[config.mk]
export PLATFORM = sky130hd
export DESIGN_NAME = blocpu_uart_loader_flat
export DESIGN_NICKNAME = d
export VERILOG_FILES = /design/src/rtl/blocpu_uart_loader_pkg.sv /design/src/rtl/blocpu_uart_loader_if.sv /design/src/rtl/blocpu_uart_loader_reply_tx.sv /design/src/rtl/blocpu_uart_loader.sv /design/src/flat_wrapper.sv
export SDC_FILE = /design/constraint.sdc
export NUM_CORES = 1
export LEC_CHECK = 0
export CORE_ASPECT_RATIO = 1.75
export CORE_MARGIN = 8
export CORE_UTILIZATION = 56
export CTS_BUF_LIST = sky130_fd_sc_hd__clkbuf_8 sky130_fd_sc_hd__clkbuf_16
export CTS_CLUSTER_SIZE = 20
export DETAILED_ROUTE_END_ITERATION = 10
export PLACE_DENSITY_LB_ADDON = 0.1
export SETUP_SLACK_MARGIN = 0.5
export SYNTH_ARGS = -nofsm -noshare
export SYNTH_HDL_FRONTEND = slang
export SYNTH_SLANG_ARGS = --single-unit
export TNS_END_PERCENT = 50
[constraint.sdc]
create_clock -name clk -period 4.3 [get_ports clk]
set_input_delay 1.075 -clock clk [delete_from_list [all_inputs] [get_ports clk]]
set_output_delay 1.075 -clock clk [all_outputs]
set_load 0.01 [all_outputs]
[src/rtl/blocpu_uart_loader_pkg.sv]
`default_nettype none
// ============================================================================
// Module   : blocpu_uart_loader_pkg
// Brief    : Shared reply codes, default frame header and loader state encoding
//            for the UART boot loader and anything that decodes its state.
// Revision : 1.0 - initial release
// ============================================================================
package blocpu_uart_loader_pkg;

    localparam logic [7:0] ACK_CODE          = 8'h06;
    localparam logic [7:0] NAK_CODE          = 8'h15;
    localparam logic [7:0] DEFAULT_SYNC_BYTE = 8'hB1;

    // Loader states, kept as plain constants so external decoders can share them
    localparam logic [2:0] ST_IDLE  = 3'd0;
    localparam logic [2:0] ST_COUNT = 3'd1;
    localparam logic [2:0] ST_LO    = 3'd2;
    localparam logic [2:0] ST_HI    = 3'd3;
    localparam logic [2:0] ST_CSUM  = 3'd4;
    localparam logic [2:0] ST_BOOT  = 3'd5;
    localparam logic [2:0] ST_RUN   = 3'd6;

    // One reply request from the framer towards the transmitter side
    typedef struct packed {
        logic       valid;
        logic [7:0] code;
    } reply_t;

    // True in the states where the inter-byte timeout is armed
    function automatic logic in_frame(input logic [2:0] st);
        return (st == ST_COUNT) || (st == ST_LO) || (st == ST_HI) || (st == ST_CSUM);
    endfunction

endpackage
`default_nettype wire

[src/rtl/blocpu_uart_loader_if.sv]
`default_nettype none
// ============================================================================
// Module   : blocpu_uart_loader_if
// Brief    : Bundle of UART, instruction-memory and core-control signals seen
//            by the boot loader. master = loader side, slave = environment.
// Revision : 1.0 - initial release
// ============================================================================
interface blocpu_uart_loader_if #(
    parameter int INSTR_WIDTH = 12,
    parameter int ADDR_WIDTH  = 8
);
    logic                   rx_valid;
    logic [7:0]             rx_data;
    logic                   tx_busy;
    logic                   tx_start;
    logic [7:0]             tx_data;
    logic                   imem_we;
    logic [ADDR_WIDTH-1:0]  imem_addr;
    logic [INSTR_WIDTH-1:0] imem_wdata;
    logic                   core_reset;
    logic                   core_run;
    logic                   core_running;
    logic                   error;

    modport master (
        input  rx_valid, rx_data, tx_busy, core_running,
        output tx_start, tx_data, imem_we, imem_addr, imem_wdata,
               core_reset, core_run, error
    );

    modport slave (
        output rx_valid, rx_data, tx_busy, core_running,
        input  tx_start, tx_data, imem_we, imem_addr, imem_wdata,
               core_reset, core_run, error
    );
endinterface
`default_nettype wire

[src/rtl/blocpu_uart_loader_reply_tx.sv]
`default_nettype none
// ============================================================================
// Module   : blocpu_uart_loader_reply_tx
// Brief    : One-entry reply holding register. Launches the pending byte on the
//            first idle transmitter cycle; a newer request replaces an older one.
// Revision : 1.0 - initial release
// ============================================================================
module blocpu_uart_loader_reply_tx
    import blocpu_uart_loader_pkg::*;
(
    input  logic       clk,
    input  logic       reset,
    input  reply_t     req_i,
    input  logic       tx_busy_i,
    output logic       tx_start_o,
    output logic [7:0] tx_data_o
);

    logic       pend_q,  pend_d;
    logic [7:0] code_q,  code_d;
    logic       start_q, start_d;
    logic [7:0] data_q,  data_d;

    // A launch is skipped while the previous strobe is still high, because the
    // transmitter only raises busy on the cycle after it sees tx_start.
    always_comb begin
        pend_d  = pend_q;
        code_d  = code_q;
        start_d = 1'b0;
        data_d  = data_q;
        if (req_i.valid) begin
            pend_d = 1'b1;
            code_d = req_i.code;
        end else if (pend_q && !tx_busy_i && !start_q) begin
            start_d = 1'b1;
            data_d  = code_q;
            pend_d  = 1'b0;
        end
    end

    // Reply registers; tx_data only changes when a new strobe is launched
    always_ff @(posedge clk or posedge reset) begin
        if (reset) begin
            pend_q  <= 1'b0;
            code_q  <= 8'h00;
            start_q <= 1'b0;
            data_q  <= 8'h00;
        end else begin
            pend_q  <= pend_d;
            code_q  <= code_d;
            start_q <= start_d;
            data_q  <= data_d;
        end
    end

    assign tx_start_o = start_q;
    assign tx_data_o  = data_q;

endmodule
`default_nettype wire

[src/rtl/blocpu_uart_loader.sv]
`default_nettype none
// ============================================================================
// Module   : blocpu_uart_loader
// Brief    : Frames the UART byte stream SYNC,N,{LO,HI}xN,CSUM into instruction
//            words, writes them to instruction memory, boots the core on a good
//            frame and answers ACK/NAK.
// Revision : 1.0 - initial release
// ============================================================================
module blocpu_uart_loader
    import blocpu_uart_loader_pkg::*;
#(
    parameter int         INSTR_WIDTH    = 12,
    parameter int         ADDR_WIDTH     = 8,
    parameter int         IMEM_DEPTH     = 256,
    parameter int         TIMEOUT_CYCLES = 1000000,
    parameter logic [7:0] SYNC_BYTE      = DEFAULT_SYNC_BYTE
) (
    input  logic                 clk,
    input  logic                 reset,
    blocpu_uart_loader_if.master bus
);

    localparam int TMO_W = $clog2(TIMEOUT_CYCLES + 1);

    logic [2:0]             state_q, state_d;
    logic [7:0]             cnt_q, cnt_d;
    logic [ADDR_WIDTH-1:0]  idx_q, idx_d;
    logic [7:0]             csum_q, csum_d;
    logic [7:0]             lo_q, lo_d;
    logic [TMO_W-1:0]       tmo_q, tmo_d;
    logic                   we_q, we_d;
    logic [ADDR_WIDTH-1:0]  addr_q, addr_d;
    logic [INSTR_WIDTH-1:0] wdata_q, wdata_d;
    logic                   core_reset_q, core_reset_d;
    logic                   core_run_q, core_run_d;
    logic                   error_q, error_d;
    logic                   running_q;
    reply_t                 reply_req;

    // Frame parser, boot sequencer and inter-byte timeout
    always_comb begin
        state_d      = state_q;
        cnt_d        = cnt_q;
        idx_d        = idx_q;
        csum_d       = csum_q;
        lo_d         = lo_q;
        tmo_d        = '0;
        we_d         = 1'b0;
        addr_d       = addr_q;
        wdata_d      = wdata_q;
        core_reset_d = 1'b0;
        core_run_d   = core_run_q;
        error_d      = error_q;
        reply_req    = '{valid: 1'b0, code: ACK_CODE};

        if (in_frame(state_q) && !bus.rx_valid) begin
            tmo_d = tmo_q + TMO_W'(1);
        end

        case (state_q)
            ST_IDLE: begin
                if (bus.rx_valid && bus.rx_data == SYNC_BYTE) begin
                    state_d = ST_COUNT;
                end
            end
            ST_COUNT: begin
                if (bus.rx_valid) begin
                    if (bus.rx_data == 8'h00 || 32'(bus.rx_data) > IMEM_DEPTH) begin
                        reply_req = '{valid: 1'b1, code: NAK_CODE};
                        error_d   = 1'b1;
                        state_d   = ST_IDLE;
                    end else begin
                        cnt_d   = bus.rx_data;
                        idx_d   = '0;
                        csum_d  = bus.rx_data;
                        state_d = ST_LO;
                    end
                end
            end
            ST_LO: begin
                if (bus.rx_valid) begin
                    lo_d    = bus.rx_data;
                    csum_d  = csum_q ^ bus.rx_data;
                    state_d = ST_HI;
                end
            end
            ST_HI: begin
                if (bus.rx_valid) begin
                    we_d    = 1'b1;
                    addr_d  = idx_q;
                    wdata_d = {bus.rx_data[INSTR_WIDTH-9:0], lo_q};
                    csum_d  = csum_q ^ bus.rx_data;
                    idx_d   = idx_q + ADDR_WIDTH'(1);
                    state_d = (32'(idx_q) == 32'(cnt_q) - 32'd1) ? ST_CSUM : ST_LO;
                end
            end
            ST_CSUM: begin
                if (bus.rx_valid) begin
                    if (bus.rx_data == csum_q) begin
                        reply_req    = '{valid: 1'b1, code: ACK_CODE};
                        error_d      = 1'b0;
                        core_reset_d = 1'b1;
                        state_d      = ST_BOOT;
                    end else begin
                        reply_req = '{valid: 1'b1, code: NAK_CODE};
                        error_d   = 1'b1;
                        state_d   = ST_IDLE;
                    end
                end
            end
            ST_BOOT: begin
                core_run_d = 1'b1;
                state_d    = ST_RUN;
            end
            ST_RUN: begin
                if (bus.rx_valid && bus.rx_data == SYNC_BYTE) begin
                    core_run_d = 1'b0;
                    state_d    = ST_COUNT;
                end else if (running_q && !bus.core_running) begin
                    core_run_d = 1'b0;
                    state_d    = ST_IDLE;
                end
            end
            default: begin
                state_d = ST_IDLE;
            end
        endcase

        // A byte arriving on the expiry cycle takes priority over the timeout
        if (in_frame(state_q) && !bus.rx_valid && tmo_q == TMO_W'(TIMEOUT_CYCLES - 1)) begin
            reply_req = '{valid: 1'b1, code: NAK_CODE};
            error_d   = 1'b1;
            tmo_d     = '0;
            state_d   = ST_IDLE;
        end
    end

    // Loader state registers; core_reset is held high throughout reset
    always_ff @(posedge clk or posedge reset) begin
        if (reset) begin
            state_q      <= ST_IDLE;
            cnt_q        <= 8'h00;
            idx_q        <= '0;
            csum_q       <= 8'h00;
            lo_q         <= 8'h00;
            tmo_q        <= '0;
            we_q         <= 1'b0;
            addr_q       <= '0;
            wdata_q      <= '0;
            core_reset_q <= 1'b1;
            core_run_q   <= 1'b0;
            error_q      <= 1'b0;
            running_q    <= 1'b0;
        end else begin
            state_q      <= state_d;
            cnt_q        <= cnt_d;
            idx_q        <= idx_d;
            csum_q       <= csum_d;
            lo_q         <= lo_d;
            tmo_q        <= tmo_d;
            we_q         <= we_d;
            addr_q       <= addr_d;
            wdata_q      <= wdata_d;
            core_reset_q <= core_reset_d;
            core_run_q   <= core_run_d;
            error_q      <= error_d;
            running_q    <= bus.core_running;
        end
    end

    blocpu_uart_loader_reply_tx u_reply_tx (
        .clk        (clk),
        .reset      (reset),
        .req_i      (reply_req),
        .tx_busy_i  (bus.tx_busy),
        .tx_start_o (bus.tx_start),
        .tx_data_o  (bus.tx_data)
    );

    assign bus.imem_we    = we_q;
    assign bus.imem_addr  = addr_q;
    assign bus.imem_wdata = wdata_q;
    assign bus.core_reset = core_reset_q;
    assign bus.core_run   = core_run_q;
    assign bus.error      = error_q;

endmodule
`default_nettype wire

[src/flat_wrapper.sv]
// flat-port wrapper written by rule: the top's interface ports become plain ports
module blocpu_uart_loader_flat import blocpu_uart_loader_pkg::*;
#(
    parameter int         INSTR_WIDTH    = 12,
    parameter int         ADDR_WIDTH     = 8,
    parameter int         IMEM_DEPTH     = 256,
    parameter int         TIMEOUT_CYCLES = 1000000,
    parameter logic [7:0] SYNC_BYTE      = DEFAULT_SYNC_BYTE
)
  (clk, reset, bus_rx_valid, bus_rx_data, bus_tx_busy, bus_core_running, bus_tx_start, bus_tx_data, bus_imem_we, bus_imem_addr, bus_imem_wdata, bus_core_reset, bus_core_run, bus_error);
  blocpu_uart_loader_if #(.INSTR_WIDTH(INSTR_WIDTH), .ADDR_WIDTH(ADDR_WIDTH)) bus_i ();
  input  logic clk;
  input  logic reset;
  input wire logic [$bits(bus_i.rx_valid)-1:0] bus_rx_valid;
  input wire logic [$bits(bus_i.rx_data)-1:0] bus_rx_data;
  input wire logic [$bits(bus_i.tx_busy)-1:0] bus_tx_busy;
  input wire logic [$bits(bus_i.core_running)-1:0] bus_core_running;
  output wire logic [$bits(bus_i.tx_start)-1:0] bus_tx_start;
  output wire logic [$bits(bus_i.tx_data)-1:0] bus_tx_data;
  output wire logic [$bits(bus_i.imem_we)-1:0] bus_imem_we;
  output wire logic [$bits(bus_i.imem_addr)-1:0] bus_imem_addr;
  output wire logic [$bits(bus_i.imem_wdata)-1:0] bus_imem_wdata;
  output wire logic [$bits(bus_i.core_reset)-1:0] bus_core_reset;
  output wire logic [$bits(bus_i.core_run)-1:0] bus_core_run;
  output wire logic [$bits(bus_i.error)-1:0] bus_error;
  assign bus_i.rx_valid = bus_rx_valid;
  assign bus_i.rx_data = bus_rx_data;
  assign bus_i.tx_busy = bus_tx_busy;
  assign bus_i.core_running = bus_core_running;
  assign bus_tx_start = bus_i.tx_start;
  assign bus_tx_data = bus_i.tx_data;
  assign bus_imem_we = bus_i.imem_we;
  assign bus_imem_addr = bus_i.imem_addr;
  assign bus_imem_wdata = bus_i.imem_wdata;
  assign bus_core_reset = bus_i.core_reset;
  assign bus_core_run = bus_i.core_run;
  assign bus_error = bus_i.error;
  blocpu_uart_loader #(.INSTR_WIDTH(INSTR_WIDTH), .ADDR_WIDTH(ADDR_WIDTH), .IMEM_DEPTH(IMEM_DEPTH), .TIMEOUT_CYCLES(TIMEOUT_CYCLES), .SYNC_BYTE(SYNC_BYTE)) u_core (.clk(clk), .reset(reset), .bus(bus_i));
endmodule
# After elaboration in Yosys (flattened, before gate mapping)

Index checks and enable logic that the tools add are counted.
W data, S select, Z words.

Bits in registers: 98
Input port bits: 13
Output and inout bits: 33
Word-level logic and storage cells: 121

$add $sub $neg: 3
Equal/unequal tests: 22
Muxes and demuxes: 46
Bitwise operators: 3
Reductions and logical operators: 30

Operators by type and width:

| cell                    | count |
|---|---|
| $mux W8                 | 6 |
| $mux W20                | 2 |
| $mux W9                 | 4 |
| $eq A8 B32 Y1           | 1 |
| $pmux W8 S2             | 2 |
| $mux W3                 | 10 |
| $pmux W3 S7             | 1 |
| $add A20 B1 Y20 const B | 1 |
| $eq A20 B20 Y1 const B  | 1 |
| $pmux W9 S2             | 1 |
| $mux W1                 | 16 |
| $ne A3 B3 Y1 const B    | 5 |
| $reduce_and A4 Y1       | 3 |
| $eq A3 B3 Y1 const B    | 3 |
| $sub A8 B1 Y9 const B   | 1 |
| $add A8 B1 Y8 const B   | 1 |
| $eq A8 B8 Y1            | 1 |
| $eq A8 B8 Y1 const B    | 1 |
| $logic_not A8 Y1        | 1 |
| $reduce_and A2 Y1       | 4 |
| $reduce_bool A2 Y1      | 4 |
| $xor A8 B8 Y8           | 1 |
| $eq A3 B2 Y1 const B    | 2 |
| $logic_and A1 B1 Y1     | 6 |
| 16 further kinds        | 26 |

# Longest topological paths before layout

Gate-level depths: netlist of the first run.

Word-level depth: 9
Mapped depth: 8
Depth with buffers taken out: 7

# Hierarchy

Synthesis of the first run repeated with hierarchy kept, for this count alone.

Cell total of the unflattened synthesis: 468
Area, all modules: 4586.9 µm²

By module, submodules not included:

| module                      | times used | cells an instance | area each (µm²) | seq. area each (µm²) |
|---|---|---|---|---|
| blocpu_uart_loader          | 1          | 429               | 3906.2          | 2003.2 |
| blocpu_uart_loader_reply_tx | 1          | 39                | 680.7           | 450.4 |

# Worst setup path before layout of the first run

OpenSTA, ideal clock, no wires.

Path kind: in2reg
Start point: input bus_rx_valid
End point: register u_core.state_q[1]
Setup time: 0.126 ns
Arrival: 2.540 ns
Slack: 1.634 ns
Cell stages on the path: 4
Path buffers: 0
Cells stage by stage: or3b_1 or4_4 and2_4 a221o_1

Cells in the longest elaborated chain, start to end: 5
Elaborated cells on any way between the ends: 14
Classes of those cells: eq/ne: 6; mux: 3; reduce/logical: 5

Ends and longest elaborated chain:

| what                                                        | RTL line                  | text |
|---|---|---|
| start, declared                                             | flat_wrapper.sv:14        | `input wire logic [$bits(bus_i.rx_valid)-1:0] bus_rx_valid;` |
| $logic_not A1 Y1                                            | blocpu_uart_loader.sv:130 | `if (in_frame(state_q) && !bus.rx_valid && tmo_q == TMO_W'(TIMEOUT_CYCLES - 1)) begin` |
| $logic_and A1 B1 Y1 (2 in series)                           | blocpu_uart_loader.sv:130 |  |
| $ne A4 B1 Y1 (no source line), or another cell as far along | --                        |  |
| $reduce_and A6 Y1 (no source line)                          | --                        |  |
| end signal, assigned                                        | blocpu_uart_loader.sv:155 | `state_q <= state_d;` |
| end, declared                                               | blocpu_uart_loader.sv:25  | `logic [2:0] state_q, state_d;` |

Parallel ways exist; a longest one is shown, timed or not.
A chain may end at the register's enable or synchronous reset.

# Worst setup path in the final report of the first run

Start point: input bus_rx_valid
End point: register u_core.tmo_q[17]

Cells in the longest elaborated chain, start to end: 4
Elaborated cells on any way between the ends: 5
Classes of those cells: mux: 2; reduce/logical: 3

Ends and longest elaborated chain:

| what                                            | RTL line                                            | text |
|---|---|---|
| $logic_not A1 Y1 *                              | blocpu_uart_loader.sv:56, blocpu_uart_loader.sv:130 |  |
| $logic_and A1 B1 Y1 *                           | blocpu_uart_loader.sv:56, blocpu_uart_loader.sv:130 |  |
| $mux W20 or $logic_and A1 B1 Y1 (tied branches) | blocpu_uart_loader.sv:56, blocpu_uart_loader.sv:130 |  |
| $mux W20 *                                      | blocpu_uart_loader.sv:130                           |  |
| named net u_core.tmo_d[17]                      | blocpu_uart_loader.sv:30                            | `logic [TMO_W-1:0] tmo_q, tmo_d;` |
| end signal, assigned                            | blocpu_uart_loader.sv:160                           | `tmo_q <= tmo_d;` |
| end, declared                                   | blocpu_uart_loader.sv:30                            |  |

Mark *: on every way through the listed nets, which the timed path passes. The rest lies on a longest branch.

==> results of run 1 <==
[cells by family (layout without fill, tap and decap cells)]
kind of cell / count (synthesis) / after routing / synth area share
and+or+nand+nor: 209 / 209 / 0.240
other: 1 / 4 / 0.000879
adders and majority gates: 3 / 3 / 0.00880
AOI/OAI and AO/OA: 50 / 50 / 0.0777
xor gates and xnor gates: 39 / 39 / 0.0800
DFF: 88 / 88 / 0.516
buffers and inverters: 33 / 71 / 0.0343
muxes: 16 / 16 / 0.0422
[power by group]
| group | leakage, nW | switching [mW] | internal [mW] | total (mW) |
|---|---|---|---|---|
| Sequential | 1.15 | 0.227 | 1.06 | 1.28 |
| Clock | 0.158 | 0.290 | 0.475 | 0.764 |
| Combinational | 0.950 | 0.448 | 0.478 | 0.926 |
| Total | 2.26 | 0.964 | 2.01 | 2.97 |
[cell type report]
type,count,area [um2],share of cell area
flip-flops and latches,88,2200,0.439
multi-input cells,321,1930,0.384
repair buffers,45,440,0.0877
clock buffers,11,253,0.0503
well taps,88,110,0.0219
clock inverters,5,47.5,0.00947
inverters,10,38.8,0.00772
[per-stage QoR]
step / utilization / total power [mW]
2_1_floorplan: - / 1.89
3_5_place_dp: 0.633 / 2.23
6_report: 0.673 / 2.97
5_1_grt: 0.673 / 3.16
3_3_place_gp: 0.633 / 2.19
4_1_cts: 0.673 / 3.01
[per-layer routing]
layer | up-vias | GRT usage | wire, um
li1 | 1555 | - | -
met1 | 1539 | 0.194 | 3650
met2 | 62 | 0.297 | 4600
met3 | 11 | 0.0492 | 378
met4 | 0 | 0.0806 | 163
met5 | - | 0 | 0
[critical path: stages]
cell             delay, ns
clkdlybuf4s50_1       0.48
or3b_1                0.47
or4_4                 0.57
nand2b_1              0.54
nor2_1                0.12
[registers in the layout, indices dropped and copies added (netlist names)]
name / cells
u_core.bus.core_run: 1
u_core.bus.core_reset: 1
u_core.running_q: 1
u_core.cnt_q: 8
u_core.u_reply_tx.tx_start_o: 1
u_core.u_reply_tx.code_q: 3
u_core.bus.error: 1
u_core.bus.imem_addr: 8
u_core.lo_q: 8
u_core.bus.imem_we: 1
u_core.csum_q: 8
u_core.bus.imem_wdata: 12
u_core.u_reply_tx.tx_data_o: 3
u_core.idx_q: 8
u_core.state_q: 3
u_core.tmo_q: 20
u_core.u_reply_tx.pend_q: 1
[final timing paths]
check,endpoint,cells past startpoint,slack (ns),startpoint
max,u_core.tmo_q[17],5,1.22,bus_rx_valid
min,u_core.u_reply_tx.code_q[2],1,0.47,u_core.u_reply_tx.code_q[2]
max reg2reg,u_core.tmo_q[17],5,1.81,u_core.state_q[0]
min reg2reg,u_core.u_reply_tx.code_q[2],1,0.47,u_core.u_reply_tx.code_q[2]
max in group asynchronous,u_core.bus.core_reset,3,2.39,reset
min in group asynchronous,u_core.idx_q[6],2,1.10,reset
[placed cells by master (no fill, tap or decap), types with 6 or more instances in the layout]
master,count
a21oi_1,7
nor3_1,10
mux2_2,16
nor3b_1,8
dfrtp_1,87
a21o_1,9
o21ai_0,16
and3_1,6
nand2_1,87
nand3_1,12
nor2_1,41
xnor2_1,23
clkbuf_16,9
xor2_1,16
nand4_1,8
clkdlybuf4s50_1,41
inv_1,10
==> impl_metrics.json, run 1 <==
{
  "outcome": "finished, final reports clean",
  "cellLeakagePower_nw": 2.26,
  "grt_start_max_net_pins": 34,
  "buffer_ports.inserted": 41,
  "postSynth.topFlopCell": "dfrtp_1",
  "setup_ws_ns": 1.22,
  "synth_enable_flop_cells": 0,
  "drt-total-wl_um": 8800,
  "post_drt_wl_per_cell_um": 15.5,
  "cts_buffers": 9,
  "final_area_um2": 5020,
  "cts.root.buffer_cell": "clkbuf_16",
  "synth.yosys.warnings": 0,
  "drtPass1Iterations": 4,
  "maxSlewHeadroom": 0.370,
  "pin_count": 46,
  "clock_tree.htree_level_count": 3,
  "worst_pin_slew_ns": 0.945,
  "synth_top_cells_by_area": "dfrtp_1 51%, nand2_1 7.7%, xnor2_1 4.7%, mux2_2 4.2%, nor2_1 3.6%",
  "placement_stage_worst_setup_slack_ns": 0.853,
  "drcViolationCount": 0,
  "num_vias": 3167,
  "worst-endpoint-required_ns": 4.48,
  "irDropWorstVdd_uv": 476,
  "cts_hold_buffers": 0,
  "area.growth.synth_to_final_pct": 17.7,
  "synth_cell_type_count": 53,
  "worst_hold_slack_ns": 0.466,
  "fillers": 597,
  "antenna-diode-count": 0,
  "route.antenna.remaining_nets": 0,
  "synth.yosys.seq_area_share": 0.516,
  "floorplan.die_area_um2": 10800,
  "yosys.area.top_type_share": 0.510,
  "fin_setup_tns_ns": 0,
  "post_cts.resized_instances": 0,
  "worstSetupStartpointType": "input port",
  "cts_tree": "built",
  "finalWeightedCongestion": 0.853,
  "worst_ep_arrival_time_ns": 3.26,
  "clk_latency_ns": 0.34,
  "detail_route.vias_per_cell": 5.58,
  "layout.cells.non_filler": 568,
  "die_height_um": 131,
  "grt_pass1_wl_um": 14900,
  "part_of_the_cycle_the_worst_path_needs": 0.716,
  "initial_utilization": 0.572,
  "detailed_place.area_um2": 4720,
  "maxCapViolations": 0,
  "post-synth-top-area-cell": "dfrtp_1",
  "cellPowerDensity_nw_per_um2": 592,
  "post-place-cells": 552,
  "setup_bufs_post_cts": 0,
  "final_skew_ns": 0.00565,
  "clock_sinks": 88,
  "criticalPathCategory": "input port to flip-flop",
  "gr-total-overflow": 0,
  "core_um2": 7460,
  "unrepaired_setup_endpoints_after_global_routing": "false",
  "number_of_antenna_violations_at_the_first_check_in_global_routing": 0,
  "ys_top_cells_by_count": "87 x dfrtp_1, 87 x nand2_1, 41 x nor2_1, 23 x xnor2_1",
  "clk_transition_reported_paths_ns": 0.06,
  "dpl.hpwl_um": 6390,
  "std_cell_rows": 42,
  "area_of_the_mapped_netlist_um2": 4270,
  "synth.ff_latch_count": 88,
  "hp-class": "flip-flop to flip-flop",
  "post_synth.cell_area_avg_um2": 9.72,
  "cts_buffer_depth": 2,
  "design.final.nets": 491,
  "drive_above_1_share": 0.0917,
  "report.final.setup_viol": 0,
  "final_max_slew_viol_count": 0,
  "drt-initial-drc-count": 167,
  "synth_async_sr_flop_share": 1.00,
  "cp-end-kind": "flip-flop",
  "first_global_vias": 3279,
  "period_needed_ns": 3.08,
  "die_w_um": 82.0,
  "hold_viol": 0,
  "max_freq_ghz": 0.325,
  "path_max_fanout": 20,
  "synthesis.instances": 439,
  "gr-usage-all-layers": 0.176
}
No activity file was read; power rests on OpenSTA's default activity.
==> run 2: changes to the inputs <==
CORE_UTILIZATION = 51   (was 56)
clock period = 2.6 ns   (was 4.3 ns; I/O delays follow)
==> run 2 against run 1 <==
Sequential power is 65% higher. Count of clock-buffer cells in the layout is 1 lower. Setup slack worse by 0.79 ns. Design area is 11% higher. First-iteration DRC count is 30% lower. Power is 77% higher. Non-clock buffer count is 44 higher. Clock power is 66% higher. Sequential share of layout area is 4.2 points lower. Global-route usage hardly changed. Hold slack better by 0.0024 ns. Highest routed layer unchanged. Critical path depth stayed put.
==> impl_metrics.json, run 2 (same netlist as run 1, synthesis figures left out) <==
{
  "outcome": "finished, final reports clean",
  "std_cell_rows": 44,
  "die_w_um": 85.2,
  "worst-endpoint-required_ns": 2.82,
  "drt-total-wl_um": 9770,
  "report.final.setup_viol": 0,
  "design.final.nets": 535,
  "largest_register": "u_core.tmo_q",
  "grt_pass1_wl_um": 16400,
  "final_max_slew_viol_count": 0,
  "cts.root.buffer_cell": "clkbuf_16",
  "fraction_of_power_consumed_by_the_clock_network": 0.241,
  "max_freq_ghz": 0.462,
  "r2r_slack_ns": 0.44,
  "cellLeakagePower_nw": 2.60,
  "number_of_antenna_violations_at_the_first_check_in_global_routing": 0,
  "cts_buffers": 9,
  "die_height_um": 137,
  "first_global_vias": 3466,
  "worst_ep_arrival_time_ns": 2.38,
  "clk_latency_ns": 0.33,
  "worstSetupStartpointType": "flip-flop",
  "setup.worst_path.start": "u_core.cnt_q[0]",
  "r2r.worst_path.cells": 5,
  "r2r-end": "u_core.state_q[1]",
  "criticalPathCategory": "flip-flop to flip-flop",
  "initial_utilization": 0.520,
  "final_area_um2": 5560,
  "cp-end-kind": "flip-flop",
  "mostFrequentLayoutCell": "nand2_1",
  "final_skew_ns": 0.00721,
  "gr-usage-all-layers": 0.176,
  "dpl.hpwl_um": 6580,
  "detailed_place.area_um2": 4950,
  "post-layout-total-power_mw": 5.28,
  "pin_count": 46,
  "num_vias": 3373,
  "hold_viol": 0,
  "part_of_the_cycle_the_worst_path_needs": 0.832,
  "buffer_ports.inserted": 41,
  "area.growth.synth_to_final_pct": 30.3,
  "p_sw_frac": 0.328,
  "path_max_fanout": 4,
  "p_comb_frac": 0.359,
  "setup.worst_path.end": "u_core.state_q[1]",
  "drt-initial-drc-count": 117,
  "net-switching-power_mw": 1.73,
  "grt_start_max_net_pins": 89,
  "clock_tree.htree_level_count": 3,
  "finalWeightedCongestion": 0.869,
  "share_seq_of_total_power": 0.401,
  "startpoint_of_the_worst_register_to_register_path": "u_core.cnt_q[0]",
  "drcViolationCount": 0,
  "gr-total-overflow": 0,
  "cts_tree": "built",
  "clock_sinks": 88,
  "hp-class": "flip-flop to flip-flop",
  "antenna-diode-count": 0,
  "floorplan.die_area_um2": 11700,
  "core_um2": 8200,
  "cellPowerDensity_nw_per_um2": 949,
  "irDropWorstVdd_uv": 642,
  "period_needed_ns": 2.16,
  "cts_buffer_depth": 2,
  "max_ffs_per_register": 20,
  "post_drt_wl_per_cell_um": 15.9,
  "fillers": 676,
  "most_frequent_cells_in_the_layout": "87 x nand2_1, 83 x dfrtp_1, 41 x buf_4, 40 x nor2_1, 32 x clkdlybuf4s50_1",
  "maxCapViolations": 0,
  "clk_transition_reported_paths_ns": 0.06,
  "drtPass1Iterations": 4,
  "drive_above_1_share": 0.206,
  "detail_route.vias_per_cell": 5.48,
  "unrepaired_setup_endpoints_after_global_routing": "true",
  "route.antenna.remaining_nets": 0,
  "p_int_mw": 3.55
}
[run 2: how the worst min path moves through the flow]
stage / startpoint / end / slack [ns] / depth (start not counted)
floorplan: u_core.u_reply_tx.code_q[2] / u_core.u_reply_tx.code_q[2] / 0.43 / 1
global placement: u_core.lo_q[5] / u_core.bus.imem_wdata[5] / 0.45 / 2
detailed placement: u_core.lo_q[3] / u_core.bus.imem_wdata[3] / 0.46 / 2
CTS: u_core.lo_q[0] / u_core.bus.imem_wdata[0] / 0.47 / 2
global route: u_core.lo_q[0] / u_core.bus.imem_wdata[0] / 0.50 / 2
finish: u_core.lo_q[0] / u_core.bus.imem_wdata[0] / 0.47 / 2
[run 2: cell type report]
cell class	count	area, um2	share of cell area
Multi-Input combinational cell	321	2030	0.364
Clock buffer	10	239	0.0430
Clock inverter	6	60.1	0.0108
Inverter	10	41.3	0.00742
Timing Repair Buffer	89	872	0.157
Sequential cell	88	2210	0.397
Tap cell	92	115	0.0207
[run 2: critical path, cell delays in order, from the launching register on]
cell and delay [ns]:
dfrtp_1 0.42, or4_4 0.54, or4_4 0.52, nand4_1 0.11, o211ai_1 0.14, a221o_1 0.32
[run 2: per-stage QoR]
stage	hold WS (ns)	TNS (ns)	setup WS, ns	cells	utilization
after floorplan	0.433	0	0.359	442	-
after global placement	0.446	-0.401	-0.0534	581	0.604
after detailed placement	0.461	-0.956	-0.0668	581	0.604
after CTS	0.474	0	0.450	612	0.661
after global routing	0.497	0	0.349	616	0.678
final	0.469	0	0.437	616	0.678
[run 2: power by group through the flow]
stage	clock (mW)	combinational [mW]	sequential [mW]
2_1_floorplan	0	1.07	2.06
3_3_place_gp	0	1.62	2.12
3_5_place_dp	0	1.65	2.14
4_1_cts	1.31	1.84	2.09
5_1_grt	1.36	2.09	2.17
6_report	1.27	1.89	2.11
[run 2: layer usage]
layer,vias to the layer above,track usage,routed length (um),share of wire
met4,0,0.0897,259,0.026
met2,62,0.314,5200,0.53
li1,1642,-,-,-
met1,1649,0.191,3950,0.40
met5,-,0,0,0
met3,20,0.0391,355,0.036
[run 2: what timing repair did]
item | in CTS | in global routing
setup endpoints to repair | 43 | 46
pin swaps | 8 | 11
cloned | 1 | 1
setup buffers | 14 | 3
hold buffers | 0 | 0
resized for setup | 12 | 24
==> run 3: changes to the inputs <==
CORE_UTILIZATION = 56   (was 51)
clock period = 2.3 ns   (was 2.6 ns; I/O delays follow)
==> run 3 against run 2 <==
Critical endpoint unchanged. Clock power increased by 23%. Design area grew 5.3%. Core utilization rose by 11 points.
==> impl_metrics.json, run 3 (same netlist as run 1, synthesis figures left out) <==
{
  "cellPowerDensity_nw_per_um2": 1090,
  "drcViolationCount": 0,
  "clock_sinks": 88,
  "unrepaired_setup_endpoints_after_global_routing": "true",
  "buffer_ports.inserted": 41,
  "core_um2": 7460,
  "largest_register": "u_core.tmo_q",
  "cellLeakagePower_nw": 2.74,
  "grt_pass1_wl_um": 16900,
  "num_vias": 3468,
  "r2r_slack_ns": 0.12,
  "startpoint_of_the_worst_register_to_register_path": "u_core.tmo_q[17]",
  "cts_buffers": 9,
  "number_of_buffer_and_inverter_stages_on_the_critical_path": 0,
  "detail_route.vias_per_cell": 5.51,
  "first_global_vias": 3647,
  "gr-max-usage-layer": "met2",
  "period_needed_ns": 2.18,
  "gr-usage-all-layers": 0.198,
  "crit_path_cell_trace": "nand3_2 > or4b_4 > or4_4 > and2_4 > a221o_1",
  "die_w_um": 82.0,
  "part_of_the_cycle_the_worst_path_needs": 0.949,
  "cts_buffer_depth": 2,
  "initial_utilization": 0.572,
  "drt-total-wl_um": 10600,
  "hp-class": "flip-flop to flip-flop",
  "maxCapViolations": 0,
  "clock_tree.htree_level_count": 3,
  "grt.met3_usage": 0.0526,
  "area.growth.synth_to_final_pct": 37.2,
  "mostFrequentLayoutCell": "nand2_1",
  "cp_slowest_cell": "or4_4",
  "finalWeightedCongestion": 0.891,
  "antenna-diode-count": 0,
  "floorplan.die_area_um2": 10800,
  "irDropWorstVdd_uv": 756,
  "outcome": "finished, final reports clean",
  "max_ffs_per_register": 20,
  "met2_track_usage_gr": 0.341,
  "design.final.nets": 552,
  "r2r.worst_path.cells": 5,
  "cts.root.buffer_cell": "clkbuf_16",
  "hold_viol": 0,
  "die_height_um": 131,
  "critical_path_s_top_delay_family": "simple AND/OR/NAND/NOR gates",
  "cts_hold_buffers": 0,
  "grt_start_max_net_pins": 65,
  "worst_ep_arrival_time_ns": 2.41,
  "r2r-end": "u_core.state_q[1]",
  "worstSetupStartpointType": "flip-flop",
  "fin_setup_tns_ns": 0,
  "clk_transition_reported_paths_ns": 0.06,
  "post_drt_wl_per_cell_um": 16.9,
  "clk_latency_ns": 0.34,
  "std_cell_rows": 42,
  "number_of_antenna_violations_at_the_first_check_in_global_routing": 0,
  "cp-end-kind": "flip-flop",
  "pin_count": 46,
  "min_from": "u_core.lo_q[1]",
  "dpl.hpwl_um": 6760,
  "final_skew_ns": 0.00690,
  "final_max_slew_viol_count": 0,
  "hold_path_end": "u_core.bus.imem_wdata[1]",
  "most_frequent_cells_in_the_layout": "86 x nand2_1, 84 x dfrtp_1, 55 x buf_4, 28 x clkdlybuf4s50_1, 23 x xnor2_1",
  "cts_tree": "built",
  "postLayoutCoreUtil": 0.785,
  "route.antenna.remaining_nets": 0,
  "report.final.setup_viol": 0,
  "path_max_fanout": 2,
  "hold-path-cell-count": 2,
  "worst_path_largest_cell_delay_ns": 0.56,
  "worst-endpoint-required_ns": 2.52,
  "drt-initial-drc-count": 141,
  "criticalPathCategory": "flip-flop to flip-flop",
  "gr-total-overflow": 0,
  "max_freq_ghz": 0.458,
  "drive_above_1_share": 0.270,
  "drtPass1Iterations": 4,
  "met1_usage": 0.217
}
==> run 3: cell count changes in the layout (fill, tap and decap cells not counted), sizes merged, moves of 4 or more <==
cell,previous run,this run
clkdlybuf4s50,32,28
buf,47,63
dlymetal6s2s,8,4
dlygate4sd2,1,8
==> run 3: per-layer routing <==
metal	wire length (um)	vias to the layer above
met2	5760	73
li1	-	1675
met1	4200	1701
met4	256	0
met3	387	19
met5	0	-
==> run 3: area by class of cell <==
type                       count  area (um2)
tap                           88         110
clock buffer                  10         239
inverter                      10        41.3
sequential                    88        2210
timing repair buffer         106        1020
multi-input combinational    321        2150
fill                         484        1610
clock inverter                 6        82.6
==> run 3: worst register-to-register path, stage by stage, from the launching register on <==
cell,delay [ns]
dfrtp_1,0.37
nand3_2,0.11
or4b_4,0.52
or4_4,0.56
and2_4,0.18
a221o_1,0.33
==> run 3: how the worst max path moves through the flow <==
stage	start	endpoint	slack [ns]	depth (start not counted)
CTS	u_core.tmo_q[17]	u_core.state_q[1]	0.16	5
floorplan	bus_rx_valid	u_core.state_q[1]	0.13	4
detailed placement	bus_rx_valid	u_core.state_q[1]	-0.33	5
finish	u_core.tmo_q[17]	u_core.state_q[1]	0.12	5
global route	u_core.tmo_q[17]	u_core.state_q[1]	0.08	5
global placement	bus_rx_valid	u_core.state_q[1]	-0.28	5
==> run 3: power breakdown <==
group | switching (mW) | internal, mW
registers | 0.327 | 1.98
clock network | 0.581 | 0.976
logic | 1.17 | 1.33
==> run 3: what timing repair did <==
item,CTS,global route
pin swaps,15,19
buffers inserted,10,8
setup endpoints to repair,114,86
gates resized for setup,32,47
cloned,2,2
==> run 3: metrics by stage <==
stage	cell area, um2	power [mW]	setup WS (ns)	hold WS [ns]	cells
finish	5860	6.37	0.116	0.464	629
global route	5860	6.73	0.0781	0.487	629
CTS	5590	6.21	0.161	0.469	619
detailed placement	5050	4.41	-0.334	0.454	591
global placement	5050	4.34	-0.282	0.447	591
floorplan	4280	3.54	0.134	0.433	442
